## config.mk

```make
export PLATFORM = sky130hd
export DESIGN_NAME = bin_bcd_7seg_seq_anode_flat
export DESIGN_NICKNAME = d
export VERILOG_FILES = /design/src/rtl/bin_bcd_7seg_seq_anode_if.sv /design/src/rtl/bin_bcd_7seg_seq_anode.sv /design/src/flat_wrapper.sv
export SDC_FILE = /design/constraint.sdc
export NUM_CORES = 1
export LEC_CHECK = 0
export CAP_MARGIN = 20
export CORE_UTILIZATION = 56
export DETAILED_ROUTE_END_ITERATION = 8
export PLACE_DENSITY = 0.8
export SETUP_SLACK_MARGIN = 0.15
export SYNTH_ARGS = -nofsm -noshare
export SYNTH_HDL_FRONTEND = slang
export SYNTH_SLANG_ARGS = --single-unit
```

## constraint.sdc

```tcl
create_clock -name clk -period 4 [get_ports clk]
set_input_delay 0.8 -clock clk [delete_from_list [all_inputs] [get_ports clk]]
set_output_delay 0.8 -clock clk [all_outputs]
set_load 0.005 [all_outputs]
```

## src/rtl/bin_bcd_7seg_seq_anode_if.sv

```systemverilog
// Handshake and result bundle for bin_bcd_7seg_seq_anode.
//   master : drives start, bin, signed_mode; observes busy, done and the results
//   slave  : the converter side
//   start/bin/signed_mode : conversion request and operand
//   busy/done             : conversion in progress / one-cycle result strobe
//   bcd/neg/overflow/disp : last result (BCD, sign, too-large flag, active-low segments)
interface bin_bcd_7seg_seq_anode_if #(
    parameter int WIDTH  = 12,
    parameter int DIGITS = 4
);
    logic                  start;
    logic [WIDTH-1:0]      bin;
    logic                  signed_mode;
    logic                  busy;
    logic                  done;
    logic [4*DIGITS-1:0]   bcd;
    logic                  neg;
    logic                  overflow;
    logic [8*DIGITS-1:0]   disp;

    modport master (
        output start, bin, signed_mode,
        input  busy, done, bcd, neg, overflow, disp
    );

    modport slave (
        input  start, bin, signed_mode,
        output busy, done, bcd, neg, overflow, disp
    );
endinterface

```

## src/rtl/bin_bcd_7seg_seq_anode.sv

```systemverilog
// Sequential binary-to-BCD converter (double dabble, one bit per clock) driving a
// bank of common-anode 7-segment digits. Optional two's-complement input with a
// minus sign in the top digit; values too large for the display show all minus.
//   clk  : rising-edge clock
//   rst  : asynchronous active-high reset
//   bus  : slave modport of bin_bcd_7seg_seq_anode_if (start/bin/signed_mode in,
//          busy/done/bcd/neg/overflow/disp out)
// Build option: define BIN_BCD_LZB_EN to blank leading zero digits.
module bin_bcd_7seg_seq_anode #(
    parameter int WIDTH  = 12,
    parameter int DIGITS = 4
) (
    input  logic                       clk,
    input  logic                       rst,
    bin_bcd_7seg_seq_anode_if.slave    bus
);
    // Scratch digits: ceil((WIDTH+3)/3) is enough for any WIDTH.
    localparam int S  = (WIDTH + 5) / 3;
    localparam int SX = (S > DIGITS) ? S : DIGITS;
    localparam int CW = $clog2(WIDTH + 1);

`ifdef BIN_BCD_LZB_EN
    localparam bit LZB = 1'b1;
`else
    localparam bit LZB = 1'b0;
`endif

    localparam logic [7:0] SEG_MINUS = 8'hBF;
    localparam logic [7:0] SEG_BLANK = 8'hFF;

    typedef enum logic [1:0] {st_idle, st_shift, st_load} state_t;

    state_t              state;
    logic [CW-1:0]       cnt;
    logic [WIDTH-1:0]    mag;
    logic [4*S-1:0]      scratch;
    logic                neg_int;

    logic [4*S-1:0]      adj;
    logic [4*SX-1:0]     ext;
    logic                ovf_next;
    logic [8*DIGITS-1:0] disp_next;

    function automatic logic [7:0] seg7(input logic [3:0] d);
        case (d)
            4'd0:    seg7 = 8'hC0;
            4'd1:    seg7 = 8'hF9;
            4'd2:    seg7 = 8'hA4;
            4'd3:    seg7 = 8'hB0;
            4'd4:    seg7 = 8'h99;
            4'd5:    seg7 = 8'h92;
            4'd6:    seg7 = 8'h82;
            4'd7:    seg7 = 8'hF8;
            4'd8:    seg7 = 8'h80;
            4'd9:    seg7 = 8'h90;
            default: seg7 = SEG_BLANK;
        endcase
    endfunction

    // Add-3 correction applied before each shift.
    always_comb begin
        adj = scratch;
        for (int i = 0; i < S; i++) begin
            if (scratch[4*i +: 4] >= 4'd5) begin
                adj[4*i +: 4] = scratch[4*i +: 4] + 4'd3;
            end
        end
    end

    // Result decode from the finished scratch; only registered in st_load.
    always_comb begin
        int  lim;
        logic blank_run;
        logic [3:0] d;

        ext       = (4*SX)'(scratch);
        lim       = neg_int ? DIGITS - 1 : DIGITS;
        ovf_next  = 1'b0;
        for (int i = 0; i < SX; i++) begin
            if (i >= lim && ext[4*i +: 4] != 4'd0) begin
                ovf_next = 1'b1;
            end
        end

        // Walk from the top digit down; blank_run stays set while only zeros seen.
        blank_run = LZB;
        disp_next = '1;
        for (int i = DIGITS - 1; i >= 0; i--) begin
            d = ext[4*i +: 4];
            if (ovf_next) begin
                disp_next[8*i +: 8] = SEG_MINUS;
            end else if (neg_int && i == DIGITS - 1) begin
                disp_next[8*i +: 8] = SEG_MINUS;
            end else begin
                if (d != 4'd0) begin
                    blank_run = 1'b0;
                end
                if (blank_run && i != 0) begin
                    disp_next[8*i +: 8] = SEG_BLANK;
                end else begin
                    disp_next[8*i +: 8] = seg7(d);
                end
            end
        end
    end

    always_ff @(posedge clk or posedge rst) begin
        if (rst) begin
            state        <= st_idle;
            cnt          <= '0;
            mag          <= '0;
            scratch      <= '0;
            neg_int      <= 1'b0;
            bus.busy     <= 1'b0;
            bus.done     <= 1'b0;
            bus.bcd      <= '0;
            bus.neg      <= 1'b0;
            bus.overflow <= 1'b0;
            bus.disp     <= '1;
        end else begin
            bus.done <= 1'b0;
            case (state)
                st_idle: begin
                    if (bus.start) begin
                        // Magnitude of the most negative value wraps to 2^(WIDTH-1),
                        // which is still right when read as unsigned.
                        if (bus.signed_mode && bus.bin[WIDTH-1]) begin
                            mag     <= -bus.bin;
                            neg_int <= 1'b1;
                        end else begin
                            mag     <= bus.bin;
                            neg_int <= 1'b0;
                        end
                        scratch  <= '0;
                        cnt      <= CW'(WIDTH);
                        bus.busy <= 1'b1;
                        state    <= st_shift;
                    end
                end
                st_shift: begin
                    scratch <= {adj[4*S-2:0], mag[WIDTH-1]};
                    mag     <= {mag[WIDTH-2:0], 1'b0};
                    cnt     <= cnt - 1'b1;
                    if (cnt == CW'(1)) begin
                        state <= st_load;
                    end
                end
                st_load: begin
                    bus.bcd      <= ext[4*DIGITS-1:0];
                    bus.neg      <= neg_int;
                    bus.overflow <= ovf_next;
                    bus.disp     <= disp_next;
                    bus.done     <= 1'b1;
                    bus.busy     <= 1'b0;
                    state        <= st_idle;
                end
                default: state <= st_idle;
            endcase
        end
    end
endmodule

```

## src/flat_wrapper.sv

```systemverilog
// flat-port wrapper written by rule: the top's interface ports become plain ports
module bin_bcd_7seg_seq_anode_flat 
#(
    parameter int WIDTH  = 12,
    parameter int DIGITS = 4
)
  (clk, rst, bus_start, bus_bin, bus_signed_mode, bus_busy, bus_done, bus_bcd, bus_neg, bus_overflow, bus_disp);
  bin_bcd_7seg_seq_anode_if #(.WIDTH(WIDTH), .DIGITS(DIGITS)) bus_i ();
  input  logic clk;
  input  logic rst;
  input wire logic [$bits(bus_i.start)-1:0] bus_start;
  input wire logic [$bits(bus_i.bin)-1:0] bus_bin;
  input wire logic [$bits(bus_i.signed_mode)-1:0] bus_signed_mode;
  output wire logic [$bits(bus_i.busy)-1:0] bus_busy;
  output wire logic [$bits(bus_i.done)-1:0] bus_done;
  output wire logic [$bits(bus_i.bcd)-1:0] bus_bcd;
  output wire logic [$bits(bus_i.neg)-1:0] bus_neg;
  output wire logic [$bits(bus_i.overflow)-1:0] bus_overflow;
  output wire logic [$bits(bus_i.disp)-1:0] bus_disp;
  assign bus_i.start = bus_start;
  assign bus_i.bin = bus_bin;
  assign bus_i.signed_mode = bus_signed_mode;
  assign bus_busy = bus_i.busy;
  assign bus_done = bus_i.done;
  assign bus_bcd = bus_i.bcd;
  assign bus_neg = bus_i.neg;
  assign bus_overflow = bus_i.overflow;
  assign bus_disp = bus_i.disp;
  bin_bcd_7seg_seq_anode #(.WIDTH(WIDTH), .DIGITS(DIGITS)) u_core (.clk(clk), .rst(rst), .bus(bus_i));
endmodule
```

==> metrics.md, run 1 <==
| Metric | Value |
|---|---|
| WL final | `9.49 mm` |
| Worst Setup EP | `u_core.bus.disp[2]` |
| Critical path class | `flop to flop` |
| H-Tree Depth | `3` |
| Clk pin slew, worst setup/hold paths | `0.08 ns` |
| Layout Nets | `583` |
| Largest net degree at the start of global routing | `51` |
| Cells after Synth | `about 500` |
| Post-Place Worst Slack | `1.46 ns` |
| Hold WS | `0.464 ns` |
| Crit start category | `flop` |
| GRT Overall Usage | `0.241` |
| DRC Markers | `0` |
| Yosys cell types | `52` |
| DRT iter0 DRCs | `about 160` |
| Setup Buffers After CTS | `0` |
| Ports | `68` |
| Unrepaired setup endpoints after global routing | `false` |
| Crit Reg-Reg Endpoint | `u_core.bus.disp[2]` |
| Data required time of the critical path | `4.28 ns` |
| CP arrival | `around 2.7 ns` |
| Yosys reg bits | `87` |
| Root Buffer | `clkbuf_8` |
| Measured slew at the worst slew-check pin | `1.09 ns` |
| Reg-to-reg slack, setup | `1.56 ns` |
| Clk buf depth | `2` |
| Initial Utilization | `0.588` |
| Site Rows | `32` |
| Non-filler cells, final | `645` |
| Max Slew Vio Count | `0` |
| Hold/Removal Path Class | `flop to flop` |
| Initial antenna violation count | `0` |
| Netlist area before placement | `4640 sq um` |
| Number of synthesized flops with an enable pin | `0` |
| Final antenna-violating net count | `0` |
| Setup TNS | `0 ns` |
| Die W | `~93 microns` |
| Maximum clock rate | `approximately 400 MHz` |
| Reg area | `2210 sq um` |
| Dpl hpwl | `6.65 mm` |
| Wirelength per Cell | `14.7 microns` |
| Most common cell after layout, fill and taps aside | `clkdlybuf4s50_1` |
| Vias in the first global route | `about 3500` |
| Most frequent cells in the layout | `clkdlybuf4s50_1 (63), dfrtp_1 (59), nand2_1 (54)` |
| Power density over the cells | `between 700 and 800 nW/um^2` |
| Period minus WS final | `2.44 ns` |
| Num CTS Buffers | `9` |
| Ys async rst share | `1.00` |
| Share of layout cells above drive strength 1 | `0.101` |
| TritonRoute pass-1 iters | `4` |
| Status | `finished clean` |
| Worst skew pair latency | `0.35 ns` |
| # fillers | `roughly 660` |
| Multi-input gate area | `2180 sq um` |
| Register area share after synthesis | `0.477` |
| Register-to-Register Path Depth | `6` |
| Fin. Hold Viols | `0` |
| Overall power | `0.00428 W` |
| Die H | `93.0 microns` |
| Worst Setup SP | `u_core.ext[12]` |
| PnR worst setup slack | `1.56 ns` |
| Maximum vdd drop | `318 uV` |
| Post-DR vias/cell | `5.67` |
| TritonCTS Sinks | `87` |
| Port buffer count | `63` |
| GRT overflow | `0` |
| P&R area growth vs syn | `18.3%` |
| Crit. End Element | `flop` |
| Cts repair resizes | `0` |
| Placed cells | `629` |
| Final worst-path cycle share | `0.611` |
| Worst slew margin | `0.272` |
| RR Startpoint | `u_core.ext[12]` |
| Prevailing post-synth register cell | `dfrtp_1` |
| Ant. Diodes | `0` |
| Mean post-synth cell area | `between 9 and 10 sq um` |
| Post-CTS Hold Buffers | `0` |
| Core Region | `slightly below 8000 sq um` |
| Via count | `approximately 3700` |
| CTS tree | `built` |
| First-pass GRT wire length | `16.4 mm` |
| Worst Path Max Fanout | `19` |
| Clk_skew | `0.00502 ns` |
| Routability cong. | `0.832` |
| Leak | `2.34 nW` |
| Final setup fails | `0` |
| Maxcap violations | `0` |
| Die area | `8650 sq um` |
| Yosys warns | `0` |
critical path, stage by stage, from the launching register on:
cell and delay, ns:
dfrtp_1 0.44, inv_1 0.20, ha_1 0.21, or3b_4 0.39, a211oi_4 0.76, and2_4 0.29, a21oi_1 0.07
cells by family (layout without fill, tap and decap cells):
kind of cell             Yosys count  in the layout  share of synthesized area
AO/OA/AOI/OAI                    149            149                      0.197
AND/OR/NAND/NOR                  134            134                      0.132
flip-flops                        87             87                      0.477
buffers and inverters             60            110                     0.0548
adder cells (fa/ha/maj)           29             29                     0.0782
XOR/XNOR                          19             19                     0.0359
multiplexers                      11             11                     0.0237
other                              1              4                   0.000809
state kept, by name, indices dropped and copies added (netlist names):
name	count
u_core.bus.bcd	16
u_core.bus.busy	1
u_core.bus.disp	28
u_core.bus.done	1
u_core.bus.neg	1
u_core.bus.overflow	1
u_core.cnt	4
u_core.ext	20
u_core.mag	12
u_core.neg_int	1
u_core.state	2
layout make-up:
class | count | area share
repair buffers | 67 | 0.123
clock inverters | 4 | 0.00821
inverters | 27 | 0.0187
multi-input cells | 346 | 0.398
clock buffers | 12 | 0.0264
flip-flops and latches | 87 | 0.403
well taps | 102 | 0.0233
per-stage QoR:
stage	util	instance area [sq um]
global route	0.696	5490
finish	0.696	5490
global placement	0.672	5300
detailed placement	0.672	5300
floorplan	-	4650
CTS	0.696	5490
power breakdown:
group	total, W	switching (W)	internal [W]
Combinational	0.00193	0.000934	0.00100
Sequential	0.00174	0.000392	0.00135
Clock	0.000603	0.000300	0.000303
Total	0.00428	0.00163	0.00265
Yosys cell counts (2+ instances only):
cell type	n	area, sq um
inv_1	27	101
dfstp_2	28	736
a31oi_1	5	31.3
o21a_1	4	30.0
buf_2	5	25.0
o22a_1	2	17.5
nand2b_1	12	75.1
buf_1	2	7.51
clkbuf_1	21	78.8
dfrtp_1	59	1480
o211ai_1	3	22.5
a21oi_1	35	175
o41ai_1	2	17.5
nor3b_1	5	37.5
o31ai_1	5	37.5
nor3_1	5	25.0
nor2_1	42	158
mux2i_1	11	110
a22oi_1	6	45.0
nand2_1	54	203
xnor2_1	13	114
xor2_1	6	52.6
o21bai_1	4	30.0
o221ai_1	2	17.5
o21ai_0	45	225
a31o_2	2	17.5
ha_1	29	363
buf_4	4	30.0
nor4_1	3	18.8
o22ai_1	25	156
or3_1	2	12.5
a22o_1	2	17.5
worst min path at each step:
stage / start / endpoint / slack (ns) / depth (start not counted)
after CTS: u_core.bus.disp[22] / u_core.bus.disp[22] / 0.47 / 2
final: u_core.bus.disp[22] / u_core.bus.disp[22] / 0.46 / 2
after detailed placement: u_core.bus.disp[22] / u_core.bus.disp[22] / 0.45 / 2
after floorplan: u_core.bus.disp[14] / u_core.bus.disp[14] / 0.45 / 2
after global placement: u_core.bus.disp[22] / u_core.bus.disp[22] / 0.45 / 2
after global routing: u_core.bus.disp[22] / u_core.bus.disp[22] / 0.49 / 2
per-layer routing:
metal,part of all wire,vias up,GRT usage,wire length [microns]
met1,0.46,1765,0.317,4410
met4,0.014,0,0.0731,137
met2,0.49,80,0.412,4650
li1,-,1798,-,-
met3,0.031,13,0.0398,290
met5,0,-,0,0
No activity file was read; power rests on OpenSTA's default activity.
==> run 2, diff against run 1 <==
- CORE_UTILIZATION: 56 -> 55
- PLACE_DENSITY: 0.8 -> 0.79
- clock period: 4 -> 2.3 ns (I/O delays scaled with it)
==> run 2 against run 1 <==
Effect of this change:
- wire length is 3.7% lower
- sequential share of layout area is 1.0 points lower
- critical path type unchanged
- core utilization fell by 0.74 points
- clock skew grew 0.0088 ns
- clock power grew 72%
==> metrics.md, run 2 (synthesis gave the netlist of run 1 again) <==
| Metric | Value |
|---|---|
| Status | `finished clean` |
| Reg area | `about 2200 sq um` |
| CP arrival | `2.32 ns` |
| Layout Nets | `598` |
| Critical path class | `flop to flop` |
| Worst skew pair latency | `0.36 ns` |
| Final worst-path cycle share | `0.883` |
| Wirelength per Cell | `13.8 microns` |
| H-Tree Depth | `3` |
| Most common cell after layout, fill and taps aside | `clkdlybuf4s50_1` |
| CTS tree | `built` |
| Power density over the cells | `1330 nW/um^2` |
| Overall power | `~0.0075 W` |
| Final antenna-violating net count | `0` |
| Via count | `around 3700` |
| # fillers | `between 600 and 700` |
| WL final | `9.14 mm` |
| Dpl hpwl | `6.68 mm` |
| CP cell instances | `inv_1 -> ha_1 -> or3b_4 -> a211oi_4 -> buf_12 -> nand2_2 -> o22a_1` |
| Slowest-stage cell, CP | `dfrtp_1` |
| Slowest stage delay, CP | `roughly 0.43 ns` |
| Worst slew margin | `0.559` |
| Hold WS | `0.473 ns` |
| Clk pin slew, worst setup/hold paths | `0.09 ns` |
| Post-DR vias/cell | `5.55` |
| Most frequent cells in the layout | `clkdlybuf4s50_1 (63), dfrtp_1 (59), nand2_1 (54)` |
| PnR worst setup slack | `0.270 ns` |
| Maxcap violations | `0` |
| Core Region | `between 8000 and 9000 sq um` |
| Setup TNS | `0 ns` |
| Multi-input gate area | `2180 sq um` |
| DRT iter0 DRCs | `~150` |
| Largest net degree at the start of global routing | `61` |
| Die area | `8800 sq um` |
| Die H | `93.8 microns` |
| Setup Buffers After CTS | `0` |
| Ports | `68` |
| Vias in the first global route | `around 3500` |
| First-pass GRT wire length | `15.7 mm` |
| Die W | `93.8 microns` |
| Share of layout cells above drive strength 1 | `0.129` |
| Maximum clock rate | `493 MHz` |
| Largest register by flop count | `u_core.bus.disp` |
| Top Family by Delay on Critical Path | `simple AND/OR/NAND/NOR gates` |
| Port buffer count | `63` |
| Clk_skew | `0.0138 ns` |
| Crit. End Element | `flop` |
| GRT Overall Usage | `0.226` |
| P&R area growth vs syn | `21.4%` |
| Post-Place Worst Slack | `0.125 ns` |
| Non-filler cells, final | `approximately 660` |
| Period minus WS final | `between 2 and 2.5 ns` |
| Data required time of the critical path | `2.59 ns` |
| Max Slew Vio Count | `0` |
| TritonRoute pass-1 iters | `4` |
| TritonCTS Sinks | `87` |
| Maximum vdd drop | `approximately 700 uV` |
| Leak | `2.42 nW` |
| DRC Markers | `0` |
| Crit start category | `flop` |
| Initial Utilization | `0.567` |
| Max FFs per register | `28` |
| Clk buf depth | `2` |
| Ant. Diodes | `0` |
| Site Rows | `33` |
| Fin. Hold Viols | `0` |
| Placed cells | `around 650` |
| Final setup fails | `0` |
| Cts repair resizes | `0` |
| Measured slew at the worst slew-check pin | `0.660 ns` |
| Num CTS Buffers | `9` |
| Routability cong. | `0.818` |
| Post-CTS Hold Buffers | `0` |
| Worst Path Max Fanout | `19` |
| GRT overflow | `0` |
| Initial antenna violation count | `0` |
| Root Buffer | `clkbuf_8` |
| WP buf/inv | `2` |
| Unrepaired setup endpoints after global routing | `false` |
| Hold/Removal Path Class | `flop to flop` |
run 2: power by group:
group / switching, W / internal (W) / leakage, nW
sequential: 0.000606 / 0.00235 / 1.03
clock: 0.000547 / 0.000494 / 0.106
combinational: 0.00170 / 0.00181 / 1.28
total: 0.00285 / 0.00465 / 2.42
run 2: layout make-up:
class / count / share of cell area
clock buffers: 11 / 0.0289
multi-input cells: 346 / 0.388
repair buffers: 82 / 0.142
flip-flops and latches: 87 / 0.393
clock inverters: 5 / 0.00645
inverters: 27 / 0.0187
well taps: 105 / 0.0233
run 2: metal layers:
layer | GRT usage | wire length (microns) | vias up | part of all wire
li1 | - | - | 1822 | -
met1 | 0.287 | 4190 | 1776 | 0.46
met2 | 0.387 | 4490 | 71 | 0.49
met3 | 0.0356 | 313 | 13 | 0.034
met4 | 0.0872 | 149 | 0 | 0.016
met5 | 0 | 0 | - | 0
run 2: path summary, 6_finish.rpt:
path | to | slack, ns | depth (start not counted) | from
max | u_core.bus.disp[3] | 0.27 | 7 | u_core.ext[12]
min | u_core.bus.disp[22] | 0.47 | 2 | u_core.bus.disp[22]
max reg2reg | u_core.bus.disp[3] | 0.27 | 7 | u_core.ext[12]
min reg2reg | u_core.bus.disp[22] | 0.47 | 2 | u_core.bus.disp[22]
max in group asynchronous | u_core.bus.disp[0] | 1.44 | 3 | rst
min in group asynchronous | u_core.ext[15] | 0.52 | 3 | rst
run 2: per-stage QoR:
step                utilization  area, sq um
floorplan                     -         4650
global placement          0.664         5430
detailed placement        0.664         5430
CTS                       0.689         5630
global route              0.689         5630
finish                    0.689         5630
run 2: tightest hold or removal path, stage by stage (launching register included):
cell	delay, ns
dfstp_2	0.38
nand2_1	0.05
nand2_1	0.05
==> run 3, diff against run 2 <==
- CORE_UTILIZATION: 55 -> 46
- PLACE_DENSITY: 0.79 -> 0.67
- SLEW_MARGIN: not set -> 20
==> run 3 against run 2 <==
Effect of this change:
- maximum frequency is 1.2% lower
- total power up 0.62%
- clock power about the same
- design area grew 0.58%
- flip-flop and latch count stayed put
- largest cell class unchanged
- register-to-register slack worse by 0.03 ns
- setup slack worse by 0.025 ns
- clock-buffer cell count unchanged
- via count fell by 0.98%
==> metrics.md, run 3 (synthesis gave the netlist of run 1 again) <==
| Metric | Value |
|---|---|
| Maximum vdd drop | `between 500 and 600 uV` |
| P&R area growth vs syn | `22.1%` |
| Post-DR vias/cell | `5.29` |
| Dpl hpwl | `~7.0 mm` |
| Vias in the first global route | `3654` |
| Post-CTS Hold Buffers | `0` |
| Die W | `102 microns` |
| P_sw | `0.00287 W` |
| Initial Utilization | `0.475` |
| Period minus WS final | `2.06 ns` |
| Core Region | `9770 sq um` |
| Maximum clock rate | `between 400 and 500 MHz` |
| Hold/Removal Path Class | `flop to flop` |
| TritonRoute pass-1 iters | `5` |
| Clk buf depth | `2` |
| Wirelength per Cell | `14.2 microns` |
| CP arrival | `2.34 ns` |
| Data required time of the critical path | `2.58 ns` |
| Initial antenna violation count | `0` |
| Num CTS Buffers | `9` |
| Die H | `102 microns` |
| Sequential fraction of design power | `0.397` |
| HP Start | `u_core.bus.disp[22]` |
| H-Tree Depth | `3` |
| Maxcap violations | `0` |
| Setup TNS | `0 ns` |
| Port buffer count | `63` |
| Via count | `3646` |
| Largest net degree at the start of global routing | `between 80 and 90` |
| Final antenna-violating net count | `0` |
| Most common cell after layout, fill and taps aside | `clkdlybuf4s50_1` |
| Root Buffer | `clkbuf_8` |
| Power density over the cells | `1330 nW/um^2` |
| Unrepaired setup endpoints after global routing | `false` |
| Max FFs per register | `28` |
| Routability cong. | `~0.83` |
| Crit. End Element | `flop` |
| First-pass GRT wire length | `16.5 mm` |
| Reg area | `2210 sq um` |
| Worst skew pair latency | `0.36 ns` |
| Leak | `2.40 nW` |
| Critical path class | `flop to flop` |
| Share of layout cells above drive strength 1 | `0.124` |
| DRT iter0 DRCs | `approximately 150` |
| Int Pwr | `about 0.0047 W` |
| Setup Buffers After CTS | `0` |
| Worst Setup SP | `u_core.ext[12]` |
| GRT overflow | `0` |
| Site Rows | `36` |
| Worst Path Max Fanout | `19` |
| DRC Markers | `0` |
| Clock power frac | `0.141` |
| Gate power share | `0.462` |
| Crit start category | `flop` |
| Clk_skew | `0.0125 ns` |
| Worst slew margin | `0.585` |
| Fin. Hold Viols | `0` |
| RR Startpoint | `u_core.ext[12]` |
| Overall power | `0.00755 W` |
| Die area | `10500 sq um` |
| Status | `finished clean` |
| CTS tree | `built` |
| Max Slew Vio Count | `0` |
| Sw Share | `0.380` |
| TritonCTS Sinks | `87` |
| Final worst-path cycle share | `0.894` |
| Largest register by flop count | `u_core.bus.disp` |
| # fillers | `900` |
| WL final | `slightly below 10 mm` |
| Cts repair resizes | `0` |
| Ant. Diodes | `0` |
| Measured slew at the worst slew-check pin | `0.623 ns` |
| Layout Nets | `596` |
| Most frequent cells in the layout | `clkdlybuf4s50_1 (63), dfrtp_1 (59), nand2_1 (54)` |
| Clk pin slew, worst setup/hold paths | `~0.09 ns` |
| Final setup fails | `0` |
| GRT Overall Usage | `0.204` |
| Ports | `68` |
| Multi-input gate area | `around 2200 sq um` |
[run 3: cell types whose count changed in the layout (fill, tap and decap cells not counted), moves of 2 or more]
cell / before / now
buf_4: 17 / 14
inv_4: 3 / 0
clkinvlp_4: 1 / 4
clkinv_4: 2 / 0
[run 3: worst paths after layout]
check / end / slack, ns / cells past startpoint
hold / removal: u_core.bus.disp[22] / 0.46 / 2
hold reg to reg: u_core.bus.disp[22] / 0.46 / 2
setup reg to reg: u_core.bus.disp[0] / 0.24 / 7
min in group asynchronous: u_core.ext[2] / 0.58 / 3
setup / recovery: u_core.bus.disp[0] / 0.24 / 7
max in group asynchronous: u_core.bus.disp[26] / 1.32 / 3
[run 3: final cells by class]
type | instances | area share
inverters | 27 | 0.0186
repair buffers | 80 | 0.141
flip-flops and latches | 87 | 0.391
clock inverters | 5 | 0.0102
clock buffers | 11 | 0.0250
well taps | 133 | 0.0294
multi-input cells | 346 | 0.386
[run 3: critical path: stages (launching register included)]
cell      delay, ns
dfrtp_1        0.44
inv_1          0.21
ha_1           0.21
or3b_4         0.39
a211oi_4       0.28
buf_12         0.19
nand2_2        0.06
o22a_1         0.18
[run 3: metrics by stage]
stage	setup WS, ns	hold WS (ns)	instance area, sq um	util	std cells
after detailed placement	0.152	0.453	5460	0.559	673
after CTS	0.248	0.467	5660	0.579	689
after global routing	0.166	0.480	5660	0.579	689
after global placement	0.168	0.452	5460	0.559	673
final	0.244	0.464	5660	0.579	689
after floorplan	0.441	0.448	4650	-	493
[run 3: per-layer routing]
metal | track usage | part of all wire
met1 | 0.252 | 0.46
met5 | 0 | 0
met4 | 0.0989 | 0.018
met2 | 0.344 | 0.48
met3 | 0.0369 | 0.042
[run 3: power by group through the flow]
stage | clock [W] | sequential (W) | combinational (W)
4_1_cts | 0.00110 | 0.00299 | 0.00351
3_3_place_gp | 0 | 0.00299 | 0.00339
3_5_place_dp | 0 | 0.00302 | 0.00350
5_1_grt | 0.00116 | 0.00310 | 0.00393
6_report | 0.00106 | 0.00300 | 0.00349
2_1_floorplan | 0 | 0.00278 | 0.00236
